`config.mk`:
```
export PLATFORM = sky130hd
export DESIGN_NAME = ee354_gcd_param
export DESIGN_NICKNAME = d
export VERILOG_FILES = /design/src/rtl/ee354_gcd_param.sv
export SDC_FILE = /design/constraint.sdc
export NUM_CORES = 1
export LEC_CHECK = 0
export ABC_AREA = 1
export BUFFER_PORTS_ARGS = -buffer_cell sky130_fd_sc_hd__buf_4
export CAP_MARGIN = 20
export CORE_MARGIN = 3
export CORE_UTILIZATION = 55
export DETAILED_ROUTE_END_ITERATION = 12
export GPL_TIMING_DRIVEN = 0
export PLACE_DENSITY = 0.77
export SLEW_MARGIN = 20
export SYNTH_ARGS = -nofsm -noshare
export SYNTH_HDL_FRONTEND = slang
export SYNTH_SLANG_ARGS = --single-unit
```
`constraint.sdc`:
```
create_clock -name Clk -period 3.1 [get_ports Clk]
set_clock_uncertainty 0.1 [all_clocks]
set_input_delay 0.465 -clock Clk [delete_from_list [all_inputs] [get_ports Clk]]
set_output_delay 0.465 -clock Clk [all_outputs]
set_load 0.03 [all_outputs]
```
`src/rtl/ee354_gcd_param.sv`:
```
// ee354_gcd_param -- binary (Stein) GCD engine with an optional LCM stage.
//
// The engine uses a Start/Ack handshake. SCEN single-steps every compute state.
// It handles zero operands, counts the factors of two it removes (i_count) and
// reports the number of compute cycles it took (Steps, saturating).
//
// Build option:
//   EE354_GCD_LCM_EN  defined   -> after the GCD, Q = Ain / gcd (restoring divide,
//                                  WIDTH steps), then AB_LCM = Q * Bin (shift-add,
//                                  WIDTH steps).
//                     undefined -> no LCM hardware; AB_LCM and q_Lcm are tied to 0.
//
// Parameters: WIDTH (operand width, >= 2), CNT_W (Steps counter width)
// Ports:
//   Clk, Reset          clock; asynchronous active-high reset
//   SCEN                single-clock enable for the SUB/MULT/LCM states
//   Start, Ack          handshake (Start is sampled in INIT, Ack in DONE)
//   Ain, Bin            operands; loaded on every INIT cycle
//   A, B                working registers
//   AB_GCD, AB_LCM      results, valid in DONE
//   i_count             common factors of two that were removed
//   Steps               compute cycles taken while SCEN was high
//   q_I .. q_Done       one-hot state flags
module ee354_gcd_param #(
   parameter int WIDTH = 8,
   parameter int CNT_W = 8
) (
   input  logic                   Clk,
   input  logic                   Reset,
   input  logic                   SCEN,
   input  logic                   Start,
   input  logic                   Ack,
   input  logic [WIDTH-1:0]       Ain,
   input  logic [WIDTH-1:0]       Bin,
   output logic [WIDTH-1:0]       A,
   output logic [WIDTH-1:0]       B,
   output logic [WIDTH-1:0]       AB_GCD,
   output logic [$clog2(WIDTH):0] i_count,
   output logic [2*WIDTH-1:0]     AB_LCM,
   output logic [CNT_W-1:0]       Steps,
   output logic                   q_I,
   output logic                   q_Sub,
   output logic                   q_Mult,
   output logic                   q_Lcm,
   output logic                   q_Done
);

   localparam int IW = $clog2(WIDTH) + 1;

   typedef enum logic [2:0] {
      INIT = 3'b000,
      SUB  = 3'b001,
      MULT = 3'b010,
      LCM  = 3'b011,
      DONE = 3'b100
   } state_t;

   state_t state;

   // The state the FSM enters once the GCD is complete.
`ifdef EE354_GCD_LCM_EN
   localparam state_t GCD_NEXT = LCM;
`else
   localparam state_t GCD_NEXT = DONE;
`endif

   logic [CNT_W-1:0] steps_inc;

   always_comb begin
      steps_inc = (Steps == '1) ? Steps : Steps + 1'b1;
   end

`ifdef EE354_GCD_LCM_EN
   // Ain_l holds the dividend. It becomes the quotient during the divide.
   // It is then shifted out as the multiplier.
   // Bin_l holds the multiplicand. It shifts left during the multiply.
   logic [WIDTH-1:0]   Ain_l;
   logic [2*WIDTH-1:0] Bin_l;
   logic [WIDTH-1:0]   lcm_rem;
   logic [2*WIDTH-1:0] lcm_acc;
   logic               lcm_ph;
   logic [IW-1:0]      lcm_cnt;
   logic [WIDTH:0]     rem_sh;
   logic               rem_ge;
   logic               lcm_last;

   always_comb begin
      rem_sh   = {lcm_rem, Ain_l[WIDTH-1]};
      rem_ge   = (rem_sh >= {1'b0, AB_GCD});
      lcm_last = (lcm_cnt == IW'(WIDTH - 1));
   end
`endif

   always_ff @(posedge Clk or posedge Reset) begin
      if (Reset) begin
         state   <= INIT;
         A       <= '0;
         B       <= '0;
         AB_GCD  <= '0;
         i_count <= '0;
         Steps   <= '0;
`ifdef EE354_GCD_LCM_EN
         Ain_l   <= '0;
         Bin_l   <= '0;
         lcm_rem <= '0;
         lcm_acc <= '0;
         lcm_ph  <= 1'b0;
         lcm_cnt <= '0;
`endif
      end else begin
         case (state)
            INIT: begin
               A       <= Ain;
               B       <= Bin;
               i_count <= '0;
               AB_GCD  <= '0;
               Steps   <= '0;
`ifdef EE354_GCD_LCM_EN
               Ain_l   <= Ain;
               Bin_l   <= (2*WIDTH)'(Bin);
               lcm_rem <= '0;
               lcm_acc <= '0;
               lcm_ph  <= 1'b0;
               lcm_cnt <= '0;
`endif
               if (Start) state <= SUB;
            end
            SUB: if (SCEN) begin
               Steps <= steps_inc;
               if (A == '0 || B == '0) begin
                  AB_GCD <= A | B;
                  state  <= DONE;
               end else if (A == B) begin
                  AB_GCD <= A;
                  state  <= (i_count != '0) ? MULT : GCD_NEXT;
               end else if (A < B) begin
                  A <= B;
                  B <= A;
               end else if (A[0] && B[0]) begin
                  A <= A - B;
               end else if (!A[0] && !B[0]) begin
                  A       <= A >> 1;
                  B       <= B >> 1;
                  i_count <= i_count + 1'b1;
               end else if (!A[0]) begin
                  A <= A >> 1;
               end else begin
                  B <= B >> 1;
               end
            end
            MULT: if (SCEN) begin
               Steps   <= steps_inc;
               AB_GCD  <= AB_GCD << 1;
               i_count <= i_count - 1'b1;
               if (i_count == IW'(1)) state <= GCD_NEXT;
            end
`ifdef EE354_GCD_LCM_EN
            LCM: if (SCEN) begin
               Steps   <= steps_inc;
               lcm_cnt <= lcm_cnt + 1'b1;
               if (!lcm_ph) begin
                  if (rem_ge) begin
                     lcm_rem <= WIDTH'(rem_sh - {1'b0, AB_GCD});
                     Ain_l   <= {Ain_l[WIDTH-2:0], 1'b1};
                  end else begin
                     lcm_rem <= rem_sh[WIDTH-1:0];
                     Ain_l   <= {Ain_l[WIDTH-2:0], 1'b0};
                  end
                  if (lcm_last) begin
                     lcm_ph  <= 1'b1;
                     lcm_cnt <= '0;
                  end
               end else begin
                  if (Ain_l[0]) lcm_acc <= lcm_acc + Bin_l;
                  Bin_l <= Bin_l << 1;
                  Ain_l <= Ain_l >> 1;
                  if (lcm_last) state <= DONE;
               end
            end
`endif
            DONE: if (Ack) state <= INIT;
            default: state <= INIT;
         endcase
      end
   end

   assign q_I    = (state == INIT);
   assign q_Sub  = (state == SUB);
   assign q_Mult = (state == MULT);
   assign q_Done = (state == DONE);

`ifdef EE354_GCD_LCM_EN
   assign q_Lcm  = (state == LCM);
   assign AB_LCM = lcm_acc;
`else
   assign q_Lcm  = 1'b0;
   assign AB_LCM = '0;
`endif

endmodule

```
==> results of run 1 <==
placed cells by master (no fill, tap or decap), drive strengths merged:
cell type / instances
o211ai: 11
xor2: 8
nor3: 9
nand2: 152
o21ai: 46
clkinvlp: 1
buf: 85
fa: 1
conb: 17
and2: 1
nand3b: 1
a31oi: 1
a22oi: 2
nor2: 45
dfrtp: 39
clkbuf: 8
or2: 2
o22ai: 1
nand3: 35
ha: 21
a21oi: 12
inv: 73
o21bai: 2
nand4: 3
flip-flops by register name, indices dropped and copies added, names as in the netlist:
signal and cells:
AB_GCD 8, A 8, B 8, Steps 8, i_count 4, state 3
final timing paths:
kind	startpoint	end	cells past startpoint	slack (ns)
worst max-delay path	A[0]	i_count[0]	11	0.44
worst min-delay path	Reset	B[0]	2	0.05
worst max register to register	A[0]	i_count[0]	11	0.44
worst min register to register	AB_GCD[7]	AB_GCD[7]	2	0.43
max in group asynchronous	Reset	AB_GCD[4]	3	2.39
min in group Clk	Ack	state[2]	4	0.37
worst register-to-register path, stage by stage (launching register included):
cell,delay [ns]
dfrtp_1,0.53
inv_1,0.16
ha_1,0.26
fa_1,0.39
inv_1,0.06
nand2_1,0.06
nand2_1,0.12
nand3_2,0.14
nand3_1,0.25
nand4_2,0.28
nand2_1,0.12
o21ai_1,0.08
power breakdown:
| group | switching, uW | total (uW) | internal (uW) | leakage, uW |
|---|---|---|---|---|
| clock network | 189 | 392 | 203 | 0.0000505 |
| logic | 2300 | 3470 | 1170 | 0.00167 |
| registers | 305 | 1010 | 708 | 0.000505 |
final cells by class:
type | instances | area (sq um)
sequential | 39 | 976
multi-input combinational | 370 | 2000
tap | 72 | 90.1
fill | 509 | 1600
clock buffer | 7 | 96.3
buffer | 25 | 186
inverter | 73 | 277
timing repair buffer | 61 | 470
clock inverter | 1 | 7.51
cells by family after synthesis:
| logic type | count (synthesis) |
|---|---|
| DFF | 39 |
| and+or+nand+nor | 248 |
| xor gates and xnor gates | 8 |
| buffers and inverters | 98 |
| AOI/OAI and AO/OA | 75 |
| other | 1 |
| adders and majority gates | 22 |
stage by stage:
step	cells	utilization	setup WS (ns)	instance area [sq um]	total power (uW)
finish	648	0.719	0.442	4110	4880
global placement	639	0.698	0.541	3980	4360
CTS	648	0.719	0.472	4110	4850
detailed placement	640	0.701	0.493	4000	4440
floorplan	507	-	0.681	3440	3480
global route	648	0.719	0.244	4110	5300
per-layer routing:
| layer | part of all wire | wire length, um |
|---|---|---|
| met5 | 0 | 0 |
| met4 | 0.028 | 253 |
| met3 | 0.071 | 639 |
| met2 | 0.49 | 4400 |
| met1 | 0.41 | 3720 |
==> metrics.md, run 1 <==
| Metric | Value |
|---|---|
| Resize count post-CTS | `0` |
| Grt total ovfl | `0` |
| Register area share after synthesis | `0.289` |
| Min cycle time layout | `between 2 and 3 ns` |
| Initial antenna violation count | `0` |
| Met3 Track Usage GR | `0.0363` |
| CTS H-Tree Depth | `2` |
| Max Clk Rate | `0.376 GHz` |
| Cell Rows | `27` |
| Yosys warns | `0` |
| Initial DRC count | `~250` |
| Min-Delay Path Class | `in -> async` |
| Nature of the critical path endpoint | `register` |
| Outcome | `finished, final reports clean` |
| CTS Root Cell | `clkbuf_8` |
| Worst EP arrival | `approximately 2.7 ns` |
| Top FF cell, synth | `dfrtp_1` |
| Syn_area_per_cell | `roughly 6.9 sq um` |
| Largest family of logic cells by synthesized area | `simple AND/OR/NAND/NOR gates` |
| Global-route wire length before repair | `between 10 and 15 mm` |
| Final worst path period share | `0.858` |
| Post-synthesis xor/xnor area fraction | `0.0207` |
| Leading cell type by number of instances after synthesis | `nand2_1` |
| # port buffers | `60` |
| Detailed Route WL | `between 9 and 10 mm` |
| Synth Area in Adders | `0.0836` |
| Layout cells sized above 1 | `0.227` |
| I/O Pins | `between 70 and 80` |
| Global route hottest layer | `met2` |
| Critical-path top delay cell | `dfrtp_1` |
| # nets final | `roughly 600` |
| Worst-path maximum fanout | `8` |
| CP Buf/Inv Count | `2` |
| Worst skew pair latency | `roughly 0.30 ns` |
| Required time of the critical path | `roughly 3.2 ns` |
| Num Clock Sinks | `39` |
| Total number of vias | `3420` |
| Core area | `about 5700 sq um` |
| Vias in the first global route | `around 3100` |
| Distinct cells, synth | `38` |
| Die area | `7130 sq um` |
| Peak VDD IR | `621 uV` |
| Hpwl dp | `roughly 7 mm` |
| Hold Vio Cnt, Final | `0` |
| Pre-antenna DRT Iters | `5` |
| Global routing usage on met2 | `0.430` |
| Largest net degree at the start of global routing | `25` |
| Chip Height | `~84 um` |
| Max-cap violations | `0` |
| Postcts setup bufs | `0` |
| Commonest cells post-synth | `140 x nand2_1, 67 x inv_1, 39 x dfrtp_1` |
| Critical Path Max Stage Delay | `0.53 ns` |
| Clock slew at reported path FFs | `approximately 0.08 ns` |
| Synth Area in Compound Gates | `0.133` |
| Synth Area in Simple Gates | `0.336` |
| Post-synthesis mux area share | `0` |
| CTS tree | `yes` |
| Gate Count Post-Synth | `around 490` |
| Most common cell on crit path | `nand2_1` |
| TritonCTS Buffers | `5` |
| Ys async rst share | `1.00` |
| Leading area contributor after synthesis | `dfrtp_1` |
| PwrDens | `between 1000 and 1500 nW/um^2` |
| Synth area leaders | `dfrtp_1 29%, nand2_1 16%, ha_1 7.8%, inv_1 7.4%, nand3_1 4.7%` |
| Least-Margin Pin Slew | `between 0.5 and 0.6 ns` |
| Met1 Usage GRT | `0.321` |
| Setup_tns | `0 ns` |
| Synth Register Bits | `39` |
| GRT Util Overall | `0.251` |
| Top-area cell type share of the netlist area | `0.289` |
| WS Path Type | `reg -> reg` |
| Post-route ant nets | `0` |
| Max Root-Sink Buffers | `2` |
| Startpoint type of the worst setup path | `register` |
| Crit-path cells | `inv_1 > ha_1 > fa_1 > inv_1 > nand2_1 > nand2_1 > nand3_2 > nand3_1 > nand4_2 > nand2_1 > o21ai_1` |
| Post-CTS Hold Buffers | `0` |
| Lkg Pwr | `~0.0022 uW` |
| Max-slew headroom at the worst pin | `0.666` |
| Final Slew Violations | `0` |
| Drt via density | `5.28` |
| Final setup fails | `0` |
| Syn-to-layout area delta | `21.4%` |
| EDFF count, synth | `0` |
| Fin Hold WS | `~0.05 ns` |
| Die width | `roughly 84 um` |
| Routed length per instance | `13.9 um` |
| Mapped Area | `~3400 sq um` |
| Gpl congestion | `~0.95` |
| Crit-path leading delay family | `simple AND/OR/NAND/NOR gates` |
| # DRC | `0` |
| Initial Util | `0.592` |
| RSZ-0062 raised after global routing | `no` |
| Diodes inserted | `0` |
Power figures use the tool's default switching activity.
==> run 2, diff against run 1 <==
--- a/config.mk
+++ b/config.mk
@@ -8,9 +8,11 @@
 export ABC_AREA = 1
 export BUFFER_PORTS_ARGS = -buffer_cell sky130_fd_sc_hd__buf_4
 export CAP_MARGIN = 20
+export CORE_ASPECT_RATIO = 1.2
 export CORE_MARGIN = 3
 export CORE_UTILIZATION = 55
 export DETAILED_ROUTE_END_ITERATION = 12
+export GPL_ROUTABILITY_DRIVEN = 0
 export GPL_TIMING_DRIVEN = 0
 export PLACE_DENSITY = 0.77
 export SLEW_MARGIN = 20
==> metrics.md, run 2 (synthesized netlist as in run 1, its figures left out) <==
| Metric | Value |
|---|---|
| Vias in the first global route | `3143 (+1.5%)` |
| Total number of vias | `3388 (-0.94%)` |
| Max Root-Sink Buffers | `2 (unchanged)` |
| Initial DRC count | `230 (-8.4%)` |
| TritonCTS Buffers | `5 (unchanged)` |
| Max-cap violations | `0 (unchanged)` |
| GRT Util Overall | `0.263 (+0.0120)` |
| PwrDens | `1180 nW/um^2 (-1.0%)` |
| WS Path Type | `reg -> reg` |
| Routed length per instance | `13.9 um (-0.18%)` |
| Initial antenna violation count | `0 (unchanged)` |
| Layout cells sized above 1 | `0.224 (-0.00347)` |
| Peak VDD IR | `662 uV (+6.5%)` |
| Final Slew Violations | `0 (unchanged)` |
| Most frequent cells in the layout | `140 x nand2_1, 78 x buf_4, 66 x inv_1` |
| Resize count post-CTS | `0 (unchanged)` |
| Die width | `77.6 um (-8.1%)` |
| Min-Delay Path Class | `in -> async` |
| Startpoint type of the worst setup path | `register` |
| Placed cell count | `648 (+1.3%)` |
| Postcts setup bufs | `0 (unchanged)` |
| Post-CTS Hold Buffers | `0 (unchanged)` |
| CTS tree | `yes` |
| Post-route insts no fill | `656 (+1.2%)` |
| Drt via density | `5.16 (-2.1%)` |
| Min cycle time layout | `2.64 ns (-0.0188 ns)` |
| Post-route ant nets | `0 (unchanged)` |
| Worst-path maximum fanout | `8 (unchanged)` |
| Hold Vio Cnt, Final | `0 (unchanged)` |
| Chip Height | `91.9 um (+8.9%)` |
| Largest net degree at the start of global routing | `28 (+12%)` |
| Commonest non-fill, non-tap cell in the layout | `nand2_1` |
| Core area | `5820 sq um (+1.9%)` |
| Die area | `7130 sq um (about the same)` |
| # port buffers | `60 (unchanged)` |
| Final setup fails | `0 (unchanged)` |
| RSZ-0062 raised after global routing | `no` |
| Max Clk Rate | `0.379 GHz (+0.71%)` |
| Final worst path period share | `0.852 (-0.00605)` |
| Final core utilization | `0.704 (-0.0156)` |
| Global-route wire length before repair | `15.2 mm (+3.6%)` |
| Required time of the critical path | `3.18 ns (about the same)` |
| Setup_tns | `0 ns (unchanged)` |
| Detailed Route WL | `9.11 mm (+1.1%)` |
| Num Clock Sinks | `39 (unchanged)` |
| Grt total ovfl | `0 (unchanged)` |
| CTS Root Cell | `clkbuf_8` |
| CTS H-Tree Depth | `2 (unchanged)` |
| Outcome | `finished, final reports clean` |
| Worst skew pair latency | `0.30 ns (about the same)` |
| Clock slew at reported path FFs | `0.08 ns (about the same)` |
| Pre-antenna DRT Iters | `4 (-1)` |
| I/O Pins | `78 (unchanged)` |
| Cell Rows | `30 (+11%)` |
| Diodes inserted | `0 (unchanged)` |
| Hpwl dp | `7.08 mm (+0.83%)` |
| Syn-to-layout area delta | `21.1%` |
| Lkg Pwr | `0.00222 uW (-0.37%)` |
| Worst EP arrival | `2.72 ns (-0.02 ns)` |
| Initial Util | `0.581 (-0.0111)` |
| Nature of the critical path endpoint | `register` |
| # DRC | `0 (unchanged)` |
| # nets final | `618 (unchanged)` |
[run 2: through the flow]
stage	instance area, sq um	power, uW	setup WS [ns]	hold WS [ns]
global route	4090	5280	0.264	0.0339
floorplan	3440	3480	0.681	0.433
global placement	3990	4360	0.531	0.415
CTS	4090	4790	0.494	0.0335
detailed placement	4010	4430	0.509	0.354
finish	4090	4810	0.460	0.0208
[run 2: routing by layer]
metal / track usage / vias up / wire [um]
met5: 0 / - / 0
met4: 0.111 / 0 / 253
met3: 0.0305 / 21 / 547
met2: 0.452 / 121 / 4590
met1: 0.329 / 1550 / 3720
li1: - / 1696 / -
[run 2: cell type report]
cell class / instances / area, sq um
clock inverter: 1 / 5.00
clock buffer: 7 / 76.3
tap: 80 / 100
buffer: 25 / 186
inverter: 73 / 277
fill: 534 / 1720
multi-input combinational: 370 / 2000
sequential: 39 / 976
timing repair buffer: 61 / 470
[run 2: worst max-delay path: stages, from the launching register on]
cell and delay [ns]:
dfrtp_1 0.53, inv_1 0.15, ha_1 0.26, fa_1 0.39, inv_1 0.07, nand2_1 0.07, nand2_1 0.12, nand3_2 0.14
nand3_1 0.24, nand4_2 0.28, nand2_1 0.12, o21ai_1 0.06
[run 2: worst paths after layout]
path,cells past startpoint,to,slack [ns],from
worst max-delay path,11,i_count[0],0.46,A[0]
worst min-delay path,2,B[0],0.02,Reset
worst max register to register,11,i_count[0],0.46,A[0]
worst min register to register,2,AB_GCD[7],0.44,AB_GCD[7]
max in group asynchronous,3,AB_GCD[6],2.42,Reset
min in group Clk,5,A[1],0.36,Ain[1]
[run 2: power by group]
group	switching (uW)	leakage, uW	internal (uW)
combinational	2280	0.00167	1170
sequential	312	0.000505	708
clock	191	0.0000422	158
==> run 3, diff against run 2 <==
--- a/config.mk
+++ b/config.mk
@@ -5,16 +5,15 @@
 export SDC_FILE = /design/constraint.sdc
 export NUM_CORES = 1
 export LEC_CHECK = 0
-export ABC_AREA = 1
 export BUFFER_PORTS_ARGS = -buffer_cell sky130_fd_sc_hd__buf_4
 export CAP_MARGIN = 20
 export CORE_ASPECT_RATIO = 1.2
 export CORE_MARGIN = 3
-export CORE_UTILIZATION = 55
+export CORE_UTILIZATION = 49
 export DETAILED_ROUTE_END_ITERATION = 12
 export GPL_ROUTABILITY_DRIVEN = 0
 export GPL_TIMING_DRIVEN = 0
-export PLACE_DENSITY = 0.77
+export PLACE_DENSITY = 0.73
 export SLEW_MARGIN = 20
 export SYNTH_ARGS = -nofsm -noshare
 export SYNTH_HDL_FRONTEND = slang
==> constraint.sdc (replaced) <==
create_clock -name Clk -period 2.4 [get_ports Clk]
set_clock_uncertainty 0.1 [all_clocks]
set_input_delay 0.36 -clock Clk [delete_from_list [all_inputs] [get_ports Clk]]
set_output_delay 0.36 -clock Clk [all_outputs]
set_load 0.03 [all_outputs]
==> metrics.md, run 3 <==
| Metric | Value |
|---|---|
| Grt total ovfl | `0 (unchanged)` |
| Top FF cell, synth | `dfrtp_1` |
| Max-cap violations | `0 (unchanged)` |
| Post-route insts no fill | `567 (-14%)` |
| Reg-to-reg slack, setup | `-0.39 ns (-0.85 ns)` |
| Global-route wire length before repair | `15.2 mm (unchanged)` |
| Hold Vio Cnt, Final | `0 (unchanged)` |
| Distinct cells, synth | `56 (+47%)` |
| Die width | `79.6 um (+2.6%)` |
| Mapped Area | `3190 sq um (-5.7%)` |
| Worst-path maximum fanout | `3 (-5)` |
| Largest net degree at the start of global routing | `29 (+3.6%)` |
| # DRC | `2 (+2)` |
| Pre-antenna DRT Iters | `11 (+7)` |
| Drt via density | `5.96 (+15%)` |
| RSZ-0062 raised after global routing | `yes` |
| Commonest non-fill, non-tap cell in the layout | `buf_4` |
| TritonCTS Buffers | `5 (unchanged)` |
| Max Clk Rate | `0.358 GHz (-5.4%)` |
| Setup crit start | `A[0]` |
| Initial DRC count | `265 (+15%)` |
| Min cycle time layout | `2.79 ns (+0.150 ns)` |
| Commonest cells post-synth | `39 x dfrtp_1, 36 x nand2_1, 32 x o21ai_0` |
| CTS Root Cell | `clkbuf_8` |
| Leading area contributor after synthesis | `dfrtp_1` |
| Failing checks | `design-rule violations, negative setup slack` |
| CTS tree | `yes` |
| Yosys warns | `0 (unchanged)` |
| Vias in the first global route | `3131 (-0.38%)` |
| Final setup fails | `20 (+20)` |
| EDFF count, synth | `0 (unchanged)` |
| Worst hold stages | `3` |
| Synth Register Bits | `39 (unchanged)` |
| Worst skew pair latency | `0.31 ns (about the same)` |
| Initial Util | `0.517 (-0.0643)` |
| Num Clock Sinks | `39 (unchanged)` |
| Max-slew headroom at the worst pin | `0.569` |
| Ys async rst share | `1.00 (unchanged)` |
| Required time of the critical path | `2.50 ns (-0.68 ns)` |
| Core area | `6170 sq um (+6.0%)` |
| Critical Path Max Stage Delay | `0.48 ns (-0.05 ns)` |
| Final Slew Violations | `0 (unchanged)` |
| Cell Rows | `31 (+3.3%)` |
| I/O Pins | `78 (unchanged)` |
| WS Path Type | `reg -> reg` |
| Min-Delay Path Class | `in -> reg` |
| Worst Setup EP | `A[4]` |
| Register-to-Register Path Depth | `11 (unchanged)` |
| Final core utilization | `0.741 (+0.0369)` |
| Outcome | `finished, violations left` |
| Syn_area_per_cell | `8.59 sq um (+25%)` |
| Worst slack, placed | `-0.782 ns (-1.29 ns)` |
| R2r startpoint | `A[0]` |
| Placed cell count | `530 (-18%)` |
| Clock slew at reported path FFs | `0.10 ns (+0.02 ns)` |
| # nets final | `527 (-15%)` |
| Top-area cell type share of the netlist area | `0.306 (+0.0176)` |
| # port buffers | `60 (unchanged)` |
| Routed length per instance | `18.4 um (+33%)` |
| Startpoint type of the worst setup path | `register` |
| Capture point of the worst reg-to-reg path | `A[4]` |
| Least-Margin Pin Slew | `approximately 0.65 ns` |
| Gate Count Post-Synth | `371 (-24%)` |
| Crit-path cells | `buf_8 > inv_6 > ha_4 > fa_2 > o21bai_1 > a21o_1 > buf_4 > xnor2_1 > a2111oi_2 > a311oi_1 > mux2_2` |
| Chip Height | `94.4 um (+2.7%)` |
| GRT Util Overall | `0.258 (-0.00510)` |
| Most frequent cells in the layout | `107 x buf_4, 33 x nand2_1, 25 x inv_1, 25 x o21ai_0, 22 x dfrtp_1` |
| Nature of the critical path endpoint | `register` |
| Leading cell type by number of instances after synthesis | `dfrtp_1` |
| Register area share after synthesis | `0.306 (+0.0176)` |
| CTS H-Tree Depth | `2 (unchanged)` |
| Synth area leaders | `dfrtp_1 31%, ha_1 8.2%, mux2i_1 6.3%, o21ai_0 5.0%, mux2_2 4.9%` |
| Syn-to-layout area delta | `43.2%` |
| Worst EP arrival | `2.89 ns (+0.17 ns)` |
| Worst Setup Slack, final | `-0.390 ns (-0.850 ns)` |
| Post-route ant nets | `0 (unchanged)` |
| Total number of vias | `3378 (-0.30%)` |
| Max Root-Sink Buffers | `2 (unchanged)` |
| Hpwl dp | `6.77 mm (-4.4%)` |
| Detailed Route WL | `10.5 mm (+15%)` |
| Diodes inserted | `0 (unchanged)` |
| Critical-path top delay cell | `a2111oi_2` |
| Initial antenna violation count | `0 (unchanged)` |
| Setup_tns | `-4.89 ns (-4.89 ns)` |
| Die area | `7510 sq um (+5.4%)` |
| Layout cells sized above 1 | `0.408 (+0.184)` |
| Final worst path period share | `1.16 (+0.311)` |
## run 3: cell count changes after synthesis, moves of 13 or more
cell	delta
inv_1	-36
mux2_2	+14
mux2i_1	+20
nand2_1	-104
nand3_1	-24
nor2_1	-19
o21ai_1	-13
## run 3: routing by layer
| layer | global-route usage | up-vias | share of wire |
|---|---|---|---|
| met4 | 0.122 | 0 | 0.037 |
| met1 | 0.314 | 1639 | 0.40 |
| met5 | 0 | - | 0 |
| met2 | 0.439 | 159 | 0.51 |
| met3 | 0.0429 | 45 | 0.061 |
| li1 | - | 1535 | - |
## run 3: stage by stage
stage / instance area, sq um / hold WS, ns
2_1_floorplan: 3330 / 0.413
3_3_place_gp: 3890 / 0.378
3_5_place_dp: 3910 / 0.223
4_1_cts: 4280 / 0.202
5_1_grt: 4570 / 0.250
6_report: 4570 / 0.238
## run 3: how the worst min path moves through the flow
stage / from / endpoint
2_1_floorplan: Ain[7] / A[7]
3_3_place_gp: AB_GCD[7] / AB_GCD[7]
3_5_place_dp: Reset / B[0]
4_1_cts: Ain[7] / A[7]
5_1_grt: Ain[7] / A[7]
6_report: Ain[7] / A[7]
## run 3: critical path: cells and delay by family, from the launching register on
family	cells	cell delay (ns)
buffers and inverters	3	0.29
xor gates and xnor gates	1	0.09
adders and majority gates	2	0.48
DFF	1	0.38
muxes	1	0.29
AOI/OAI and AO/OA	4	1.04
## run 3: logic make-up (layout without fill, tap and decap cells)
logic type      after synthesis  count (layout)  synth area share
simple gates                106             106             0.161
mux                          34              34             0.112
flops                        39              39             0.306
xor+xnor                      4               4            0.0110
other cells                   1              17           0.00118
fa+ha+maj                    23              23            0.0918
buf+inv                      64             162            0.0969
compound gates              100             100             0.219
## run 3: what timing repair did
item / in CTS / in global routing
pin swaps: 12 / 12
setup endpoints to repair: 39 / 38
hold buffers: 1 / 0
endpoints found under the hold margin: 11 / 0
setup buffers: 19 / 12
resized for setup: 35 / 44
cloned: 0 / 1
## run 3: layout make-up
cell class | instances | area, sq um
Buffer | 29 | 239
Clock buffer | 5 | 68.8
Clock inverter | 3 | 20.0
Fill cell | 433 | 1600
Inverter | 31 | 124
Multi-Input combinational cell | 284 | 2250
Sequential cell | 39 | 997
Tap cell | 82 | 103
Timing Repair Buffer | 94 | 762
Power of run 3 is not shown: default switching activity piles up to over one toggle a cycle in this logic, so the estimate is an artifact.
